[config.mk]
export PLATFORM = sky130hd
export DESIGN_NAME = fifo_sample_reader
export DESIGN_NICKNAME = d
export VERILOG_FILES = /design/src/rtl/fifo_defines_pkg.sv /design/src/rtl/reader_tick_gen.sv /design/src/rtl/fifo_sample_reader.sv
export SDC_FILE = /design/constraint.sdc
export NUM_CORES = 1
export LEC_CHECK = 0
export CAP_MARGIN = 15
export CORE_MARGIN = 10
export CORE_UTILIZATION = 40
export CTS_CLUSTER_SIZE = 30
export DETAILED_ROUTE_END_ITERATION = 7
export PLACE_DENSITY = 0.6
export REMOVE_ABC_BUFFERS = 1
export SYNTH_ARGS = -nofsm -noshare
export SYNTH_HDL_FRONTEND = slang
export SYNTH_SLANG_ARGS = --single-unit
[constraint.sdc]
create_clock -name clk -period 2.5 [get_ports clk]
set_clock_uncertainty 0.05 [all_clocks]
set_input_delay 0.5 -clock clk [delete_from_list [all_inputs] [get_ports clk]]
set_output_delay 0.5 -clock clk [all_outputs]
set_load 0.1 [all_outputs]
[src/rtl/fifo_defines_pkg.sv]
// fifo_defines_pkg: shared FIFO sample width, reader FSM states and DAC SPI framing constants
package fifo_defines_pkg;
   localparam int DATA_WIDTH = 16;
   // SPI mode 0: sclk idles low, DAC samples on the rising edge, MSB goes out first
   localparam bit SPI_CPOL      = 1'b0;
   localparam bit SPI_MSB_FIRST = 1'b1;
   typedef enum logic [2:0] {IDLE, REQ, CAPT, SHIFT, GAP} reader_state_e;
endpackage

[src/rtl/reader_tick_gen.sv]
// reader_tick_gen: sample-period counter producing a one-cycle tick every SAMPLE_PERIOD enabled cycles
//   clk, rst : clock, async active-high reset
//   en_i     : count enable; while low the counter is parked at SAMPLE_PERIOD-1
//   tick_o   : high for the cycle in which the counter sits at zero with en_i high
module reader_tick_gen #(
   parameter int SAMPLE_PERIOD = 256
) (
   input  logic clk,
   input  logic rst,
   input  logic en_i,
   output logic tick_o
);
   localparam int CW = (SAMPLE_PERIOD > 2) ? $clog2(SAMPLE_PERIOD) : 1;
   localparam logic [CW-1:0] RELOAD = CW'(SAMPLE_PERIOD - 1);
   logic [CW-1:0] cnt_q, cnt_d;
   assign tick_o = en_i && (cnt_q == '0);
   // parking at RELOAD while disabled makes the first tick land a full period after enable
   always_comb cnt_d = (!en_i || tick_o) ? RELOAD : cnt_q - 1'b1;
   always_ff @(posedge clk or posedge rst)
      if (rst) cnt_q <= RELOAD;
      else     cnt_q <= cnt_d;
endmodule

[src/rtl/fifo_sample_reader.sv]
// fifo_sample_reader: pops one FIFO sample per period and shifts it out on an SPI mode-0 DAC link
//   clk, rst        : clock, async active-high reset
//   en_i            : playback enable
//   fifo_empty_i    : FIFO empty flag
//   fifo_data_i     : FIFO read data, valid the cycle after rd_en_o
//   rd_en_o         : one-cycle FIFO pop strobe
//   cs_n_o, sclk_o, sdata_o : DAC chip select, serial clock, serial data
//   busy_o          : frame in progress (REQ through GAP)
//   frame_done_o    : one-cycle pulse after the last falling sclk edge
//   underrun_cnt_o  : saturating count of empty-FIFO ticks when READER_UNDERRUN_EN is defined, else 0
module fifo_sample_reader #(
   parameter int DATA_WIDTH    = fifo_defines_pkg::DATA_WIDTH,
   parameter int CLK_DIV       = 4,
   parameter int SAMPLE_PERIOD = 256
) (
   input  logic                         clk,
   input  logic                         rst,
   input  logic                         en_i,
   input  logic                         fifo_empty_i,
   input  logic signed [DATA_WIDTH-1:0] fifo_data_i,
   output logic                         rd_en_o,
   output logic                         cs_n_o,
   output logic                         sclk_o,
   output logic                         sdata_o,
   output logic                         busy_o,
   output logic                         frame_done_o,
   output logic [15:0]                  underrun_cnt_o
);
   import fifo_defines_pkg::*;

   if (CLK_DIV < 1 || SAMPLE_PERIOD < 2*CLK_DIV*(DATA_WIDTH+1)+4) begin : g_bad_params
      $error("fifo_sample_reader: SAMPLE_PERIOD too short for one frame plus gap");
   end

   localparam int DIV_W = (2*CLK_DIV > 1) ? $clog2(2*CLK_DIV) : 1;
   localparam int BIT_W = $clog2(DATA_WIDTH + 1);
   localparam logic [DIV_W-1:0] DIV_HALF = DIV_W'(CLK_DIV - 1);
   localparam logic [DIV_W-1:0] DIV_LAST = DIV_W'(2*CLK_DIV - 1);
   localparam logic [BIT_W-1:0] BIT_LAST = BIT_W'(DATA_WIDTH - 1);

   reader_state_e         state_q;
   logic [DATA_WIDTH-1:0] sh_q;
   logic [DIV_W-1:0]      div_q;
   logic [BIT_W-1:0]      bit_q;
   logic                  rd_en_q, cs_n_q, sclk_q, sdata_q, busy_q, done_q;
   logic                  tick;

   reader_tick_gen #(.SAMPLE_PERIOD(SAMPLE_PERIOD)) u_tick (
      .clk    (clk),
      .rst    (rst),
      .en_i   (en_i),
      .tick_o (tick)
   );

   always_ff @(posedge clk or posedge rst) begin
      if (rst) begin
         state_q <= IDLE;
         sh_q    <= '0;
         div_q   <= '0;
         bit_q   <= '0;
         rd_en_q <= 1'b0;
         cs_n_q  <= 1'b1;
         sclk_q  <= SPI_CPOL;
         sdata_q <= 1'b0;
         busy_q  <= 1'b0;
         done_q  <= 1'b0;
      end else begin
         rd_en_q <= 1'b0;
         done_q  <= 1'b0;
         case (state_q)
            IDLE: if (tick && !fifo_empty_i) begin
               state_q <= REQ;
               rd_en_q <= 1'b1;
               busy_q  <= 1'b1;
            end
            REQ: state_q <= CAPT;
            CAPT: begin
               sh_q    <= fifo_data_i;
               sdata_q <= SPI_MSB_FIRST ? fifo_data_i[DATA_WIDTH-1] : fifo_data_i[0];
               cs_n_q  <= 1'b0;
               div_q   <= '0;
               bit_q   <= '0;
               state_q <= SHIFT;
            end
            SHIFT: begin
               div_q <= div_q + 1'b1;
               if (div_q == DIV_HALF) sclk_q <= ~SPI_CPOL;
               if (div_q == DIV_LAST) begin
                  div_q  <= '0;
                  sclk_q <= SPI_CPOL;
                  if (bit_q == BIT_LAST) begin
                     done_q  <= 1'b1;
                     cs_n_q  <= 1'b1;
                     state_q <= GAP;
                  end else begin
                     // next bit is presented on the falling edge so it is stable for the next rise
                     bit_q   <= bit_q + 1'b1;
                     sh_q    <= SPI_MSB_FIRST ? {sh_q[DATA_WIDTH-2:0], 1'b0} : {1'b0, sh_q[DATA_WIDTH-1:1]};
                     sdata_q <= SPI_MSB_FIRST ? sh_q[DATA_WIDTH-2] : sh_q[1];
                  end
               end
            end
            GAP: begin
               div_q <= div_q + 1'b1;
               if (div_q == DIV_LAST) begin
                  div_q   <= '0;
                  busy_q  <= 1'b0;
                  state_q <= IDLE;
               end
            end
            default: state_q <= IDLE;
         endcase
      end
   end

   assign rd_en_o      = rd_en_q;
   assign cs_n_o       = cs_n_q;
   assign sclk_o       = sclk_q;
   assign sdata_o      = sdata_q;
   assign busy_o       = busy_q;
   assign frame_done_o = done_q;

`ifdef READER_UNDERRUN_EN
   logic [15:0] und_q;
   always_ff @(posedge clk or posedge rst)
      if (rst)                                       und_q <= '0;
      else if (tick && fifo_empty_i && und_q != '1)  und_q <= und_q + 1'b1;
   assign underrun_cnt_o = und_q;
`else
   assign underrun_cnt_o = '0;
`endif
endmodule

# Word-level counts from Yosys, hierarchy flattened

Cells that the tools add are included.

Register bits: 40
Bits of input ports: 20
Output and inout bits: 22
Word-level logic and storage cells: 73

Add/sub/neg operators: 3
Equality and inequality tests: 12
Muxes and demuxes: 30
Reductions and logical operators: 17

Operators by type and width:

| cell                                              | count |
|---|---|
| 2-to-1 mux 15 bit                                 | 2 |
| one-hot mux 15 bit (2 select lines)               | 1 |
| 2-to-1 mux 3 bit                                  | 5 |
| one-hot mux 3 bit (5 select lines)                | 1 |
| 2-to-1 mux 1 bit                                  | 13 |
| 2-to-1 mux 5 bit                                  | 2 |
| != test 2 bit (second input constant)             | 5 |
| one-hot mux 5 bit (2 select lines)                | 1 |
| == test 3 x 2 -> 1 bit (second input constant)    | 3 |
| AND reduction 3 bit                               | 3 |
| zero test 8 bit                                   | 1 |
| 2-to-1 mux 8 bit                                  | 1 |
| nonzero test 2 bit                                | 4 |
| subtractor 8 x 1 -> 8 bit (second input constant) | 1 |
| == test 3 bit (second input constant)             | 2 |
| one-hot mux 1 bit (2 select lines)                | 3 |
| one-hot mux 3 bit (2 select lines)                | 1 |
| adder 5 x 1 -> 5 bit (second input constant)      | 1 |
| == test 5 x 4 -> 1 bit (second input constant)    | 1 |
| AND reduction 4 bit                               | 1 |
| adder 3 x 1 -> 3 bit (second input constant)      | 1 |
| == test 3 x 1 -> 1 bit (second input constant)    | 1 |
| zero test 3 bit                                   | 1 |
| logical AND 1 bit                                 | 2 |
| 4 further kinds                                   | 5 |

# Depth between registers and ports, before layout

Depth in word-level cells: 5
Mapped depth: 7
Depth with buffers taken out: 6

# By module

Synthesis repeated with hierarchy kept, for this count alone.

Cell total of the unflattened synthesis: 203
Area total of the unflattened synthesis: 2239.6 µm²

By module, submodules not included:

| module             | times used | cells an instance | area each (µm²) | sequential area each (µm²) |
|---|---|---|---|---|
| fifo_sample_reader | 1          | 161               | 1801.7          | 802.0 |
| reader_tick_gen    | 1          | 42                | 437.9           | 210.2 |

# Worst setup path after synthesis

No wires, ideal clock.

Path kind: register to register
From: register bit_q[0]
To: register sh_q[1]
Library setup time: 125 ps
Arrival time: 1949 ps
Required time: 2325 ps
Path slack: 376 ps
Cell stages (with the launch flop): 8
Buffers on the path: 1
Period minus slack after synthesis: 2124 ps
Cell sequence: dfrtp_1 ha_1 and3_1 ha_1 nand2b_1 a21oi_4 buf_8 mux2_4

Word-level cells in the longest chain between the ends: 3

RTL lines:

| element                              | RTL line                 | RTL |
|---|---|---|
| start: declaration                   | fifo_sample_reader.sv:44 | `logic [BIT_W-1:0] bit_q;` |
| start signal: assignment             | fifo_sample_reader.sv:97 | `bit_q <= bit_q + 1'b1;` |
| == test 5 x 4 -> 1 bit               | fifo_sample_reader.sv:91 | `if (bit_q == BIT_LAST) begin` |
| != test 2 bit (no source line)       | -                        |  |
| AND reduction 3 bit (no source line) | -                        |  |
| end signal: assignment               | fifo_sample_reader.sv:78 | `sh_q <= fifo_data_i;` |
| end signal: assignment               | fifo_sample_reader.sv:98 | `sh_q <= SPI_MSB_FIRST ? {sh_q[DATA_WIDTH-2:0], 1'b0} : {1'b0, sh_q[DATA_WIDTH-1:1]};` |
| end: declaration                     | fifo_sample_reader.sv:42 | `logic [DATA_WIDTH-1:0] sh_q;` |

Every way passes these cells.
A chain may end at the register's enable or synchronous reset.

# Worst setup path in the final report

From: register bit_q[0]
To: register sh_q[14]

The elaborated chain is that of the path after synthesis.

==> flow_summary.yaml <==
power:
  peakVddDrop_uv: 308
  p_per_area_nw_per_um2: 542
  p_leak_nw: 1.22
  power_w: 0.00141
sta:
  min_period_ns: 2.19
  holdWs_ns: 0.445
  drv_slew: 0
  finalHoldViolCount: 0
  worst_pin_slew_ns: 0.511
  setup_tns_ns: 0
  max_slew_margin: 0.659
  rsz0062_at_grt: "no"
  finalCritPeriodShare: 0.875
  fmax_mhz: 457
  setup_violations: 0
worst_hold_path:
  hp-class: "reg -> reg"
  whs_path_depth: 1
  hp-start: "u_tick.cnt_q[0]"
  whs_endpoint: "u_tick.cnt_q[0]"
cts:
  htree_levels: 2
  cts.repair.resized: 0
  cts_root_buffer: "clkbuf_8"
  cts.clk_slew.worst_paths_ns: 0.09
  cts_tree: "done"
  clock_latency_ns: 0.29
  numCtsBuffers: 5
  cts_buffer_depth: 2
  post_cts_buffers: 0
  hold_buffers: 0
  cts.sinks: 40
detailed_routing:
  drtIter0Drc: 53
  wl_per_cell_um: 14.0
  num_vias: 1413
  wl_um: 4070
  drc: 0
  drtAntennaViolNets: 0
  avgViaCountPerCell: 4.87
  drt_pre_antenna_iters: 4
die:
  initial_utilization: 0.408
  die_h_um: 94.5
  rows: 27
  core-area_um2: 5440
  design.die.area_um2: 8930
  die_w_um: 94.5
  pin_count: 42
placed_design:
  place_congestion: 0.799
  placed_area_um2: 2480
  dp_hpwl_um: 2920
  portBuffers: 25
worst_setup_path:
  cp.required_ns: 2.63
  path_class: "reg -> reg"
  critPathLaunchType: "flop"
  ff2ff_setup_slack_ns: 0.31
  end_kind: "flop"
  rr_worst_depth: 7
  arrival_ns: 2.32
  critical_path.reg2reg.endpoint: "sh_q[14]"
  regToRegStartpoint: "bit_q[0]"
  critPathMaxFanout: 17
cells_and_area:
  fillers: 513
  finish.utilization: 0.478
  diodes: 0
  final_common_cell: "dfrtp_1"
  layout_common_cells: "dfrtp_1, clkdlybuf4s50_1, mux2_4, conb_1, buf_4"
  area_growth_syn_to_layout_pct: 17.1
  final_area_um2: 2600
  nets: 242
  layout-drive-gt1-share: 0.303
logic_synthesis:
  synth_edf_count: 0
  synthesis.instances: 187
  ys_types: 48
  syn_area_um2: 2220
  syn-mean-instance-area_um2: 11.9
  seq_area_frac_synth: 0.456
  async_flop_share: 1.00
  yosys_warnings: 0
  ys_ff_latch: 40
  yosys_most_used_dff: "dfrtp_1"
grt:
  grt_pass1_vias: 1494
  use_met1: 0.124
  grt_max_degree: 41
  grt_pass1_wl_um: 6930
  grt_overflow: 0
  grt_use_total: 0.0953
  grt_use_met3: 0.0341
  grt_busiest_layer: "met2"
  use_met2: 0.146
  antenna_found_initial: 0
run:
  maxCapViolations: 0
run_status:
  status: "completed"
-- worst max-delay path: stages (launching register included) --
cell	delay, ns
dfrtp_1	0.41
ha_1	0.22
and3_1	0.19
ha_1	0.21
nand2b_1	0.26
a21oi_4	0.22
buf_12	0.18
mux2_2	0.34
-- cell usage after synthesis, drive strengths merged (2+ instances only) --
master   n  share of area
dfrtp   31           0.35
mux2    30           0.18
buf     21          0.075
inv     10          0.017
nand2   10          0.017
dfstp    9           0.11
o21ai    7          0.016
nor2     6          0.010
ha       5          0.028
a221oi   4          0.016
a31oi    4          0.011
nand3    4          0.011
or2      4          0.011
mux2i    3          0.014
nand2b   3         0.0085
a211oi   2         0.0068
a21oi    2         0.0096
a22o     2         0.0079
and3     2         0.0056
clkbuf   2         0.0034
nand4    2         0.0056
nor3b    2         0.0068
nor4     2          0.012
o22ai    2         0.0056
o31ai    2         0.0068
xnor2    2         0.0079
-- power by group --
| part | internal [W] | switching, W | total (W) |
|---|---|---|---|
| Combinational | 0.0000511 | 0.000139 | 0.000190 |
| Sequential | 0.000663 | 0.0000106 | 0.000674 |
| Clock | 0.000301 | 0.000246 | 0.000547 |
-- how the worst max path moves through the flow --
| stage | to | slack (ns) | startpoint |
|---|---|---|---|
| after CTS | sh_q[14] | 0.32 | bit_q[0] |
| after detailed placement | sh_q[12] | 0.34 | bit_q[0] |
| after floorplan | sdata_o | 0.28 | bit_q[0] |
| final | sh_q[14] | 0.31 | bit_q[0] |
| after global placement | sh_q[10] | 0.38 | bit_q[0] |
| after global routing | sh_q[9] | 0.24 | bit_q[0] |
-- state kept, by name, indices dropped and copies added, names as in the netlist --
name and cells:
div_q 3, sh_q 15, state_q 3, u_tick.cnt_q 8, sdata_o 1, bit_q 5
rd_en_o 1, cs_n_o 1, busy_o 1, sclk_o 1, frame_done_o 1
-- layout make-up --
type / count / area, µm² / share of cell area
Clock buffer: 5 / 68.8 / 0.0265
Clock inverter: 3 / 46.3 / 0.0178
Inverter: 10 / 37.5 / 0.0144
Multi-Input combinational cell: 129 / 1050 / 0.405
Sequential cell: 40 / 1010 / 0.389
Tap cell: 72 / 90.1 / 0.0346
Timing Repair Buffer: 31 / 293 / 0.113
-- stage by stage --
stage	cells	setup slack, ns
after global routing	290	0.236
final	290	0.313
after floorplan	179	0.282
after detailed placement	282	0.335
after CTS	290	0.316
after global placement	282	0.378
-- logic make-up (layout without fill, tap and decap cells) --
logic type,Yosys count,in the layout,synth area share
AO/OA/AOI/OAI,31,31,0.102
XOR/XNOR,2,2,0.00789
adder cells (fa/ha/maj),5,5,0.0282
buffers and inverters,33,49,0.0958
flip-flops,40,40,0.456
multiplexers,33,33,0.196
other,1,16,0.00169
AND/OR/NAND/NOR,42,42,0.113
-- layer usage --
| layer | wire length, µm | vias up |
|---|---|---|
| met1 | 1950 | 686 |
| met3 | 236 | 2 |
| met4 | 17 | 0 |
| met5 | 0 | - |
| li1 | - | 698 |
| met2 | 1860 | 27 |
No activity file was read; power rests on OpenSTA's default activity.
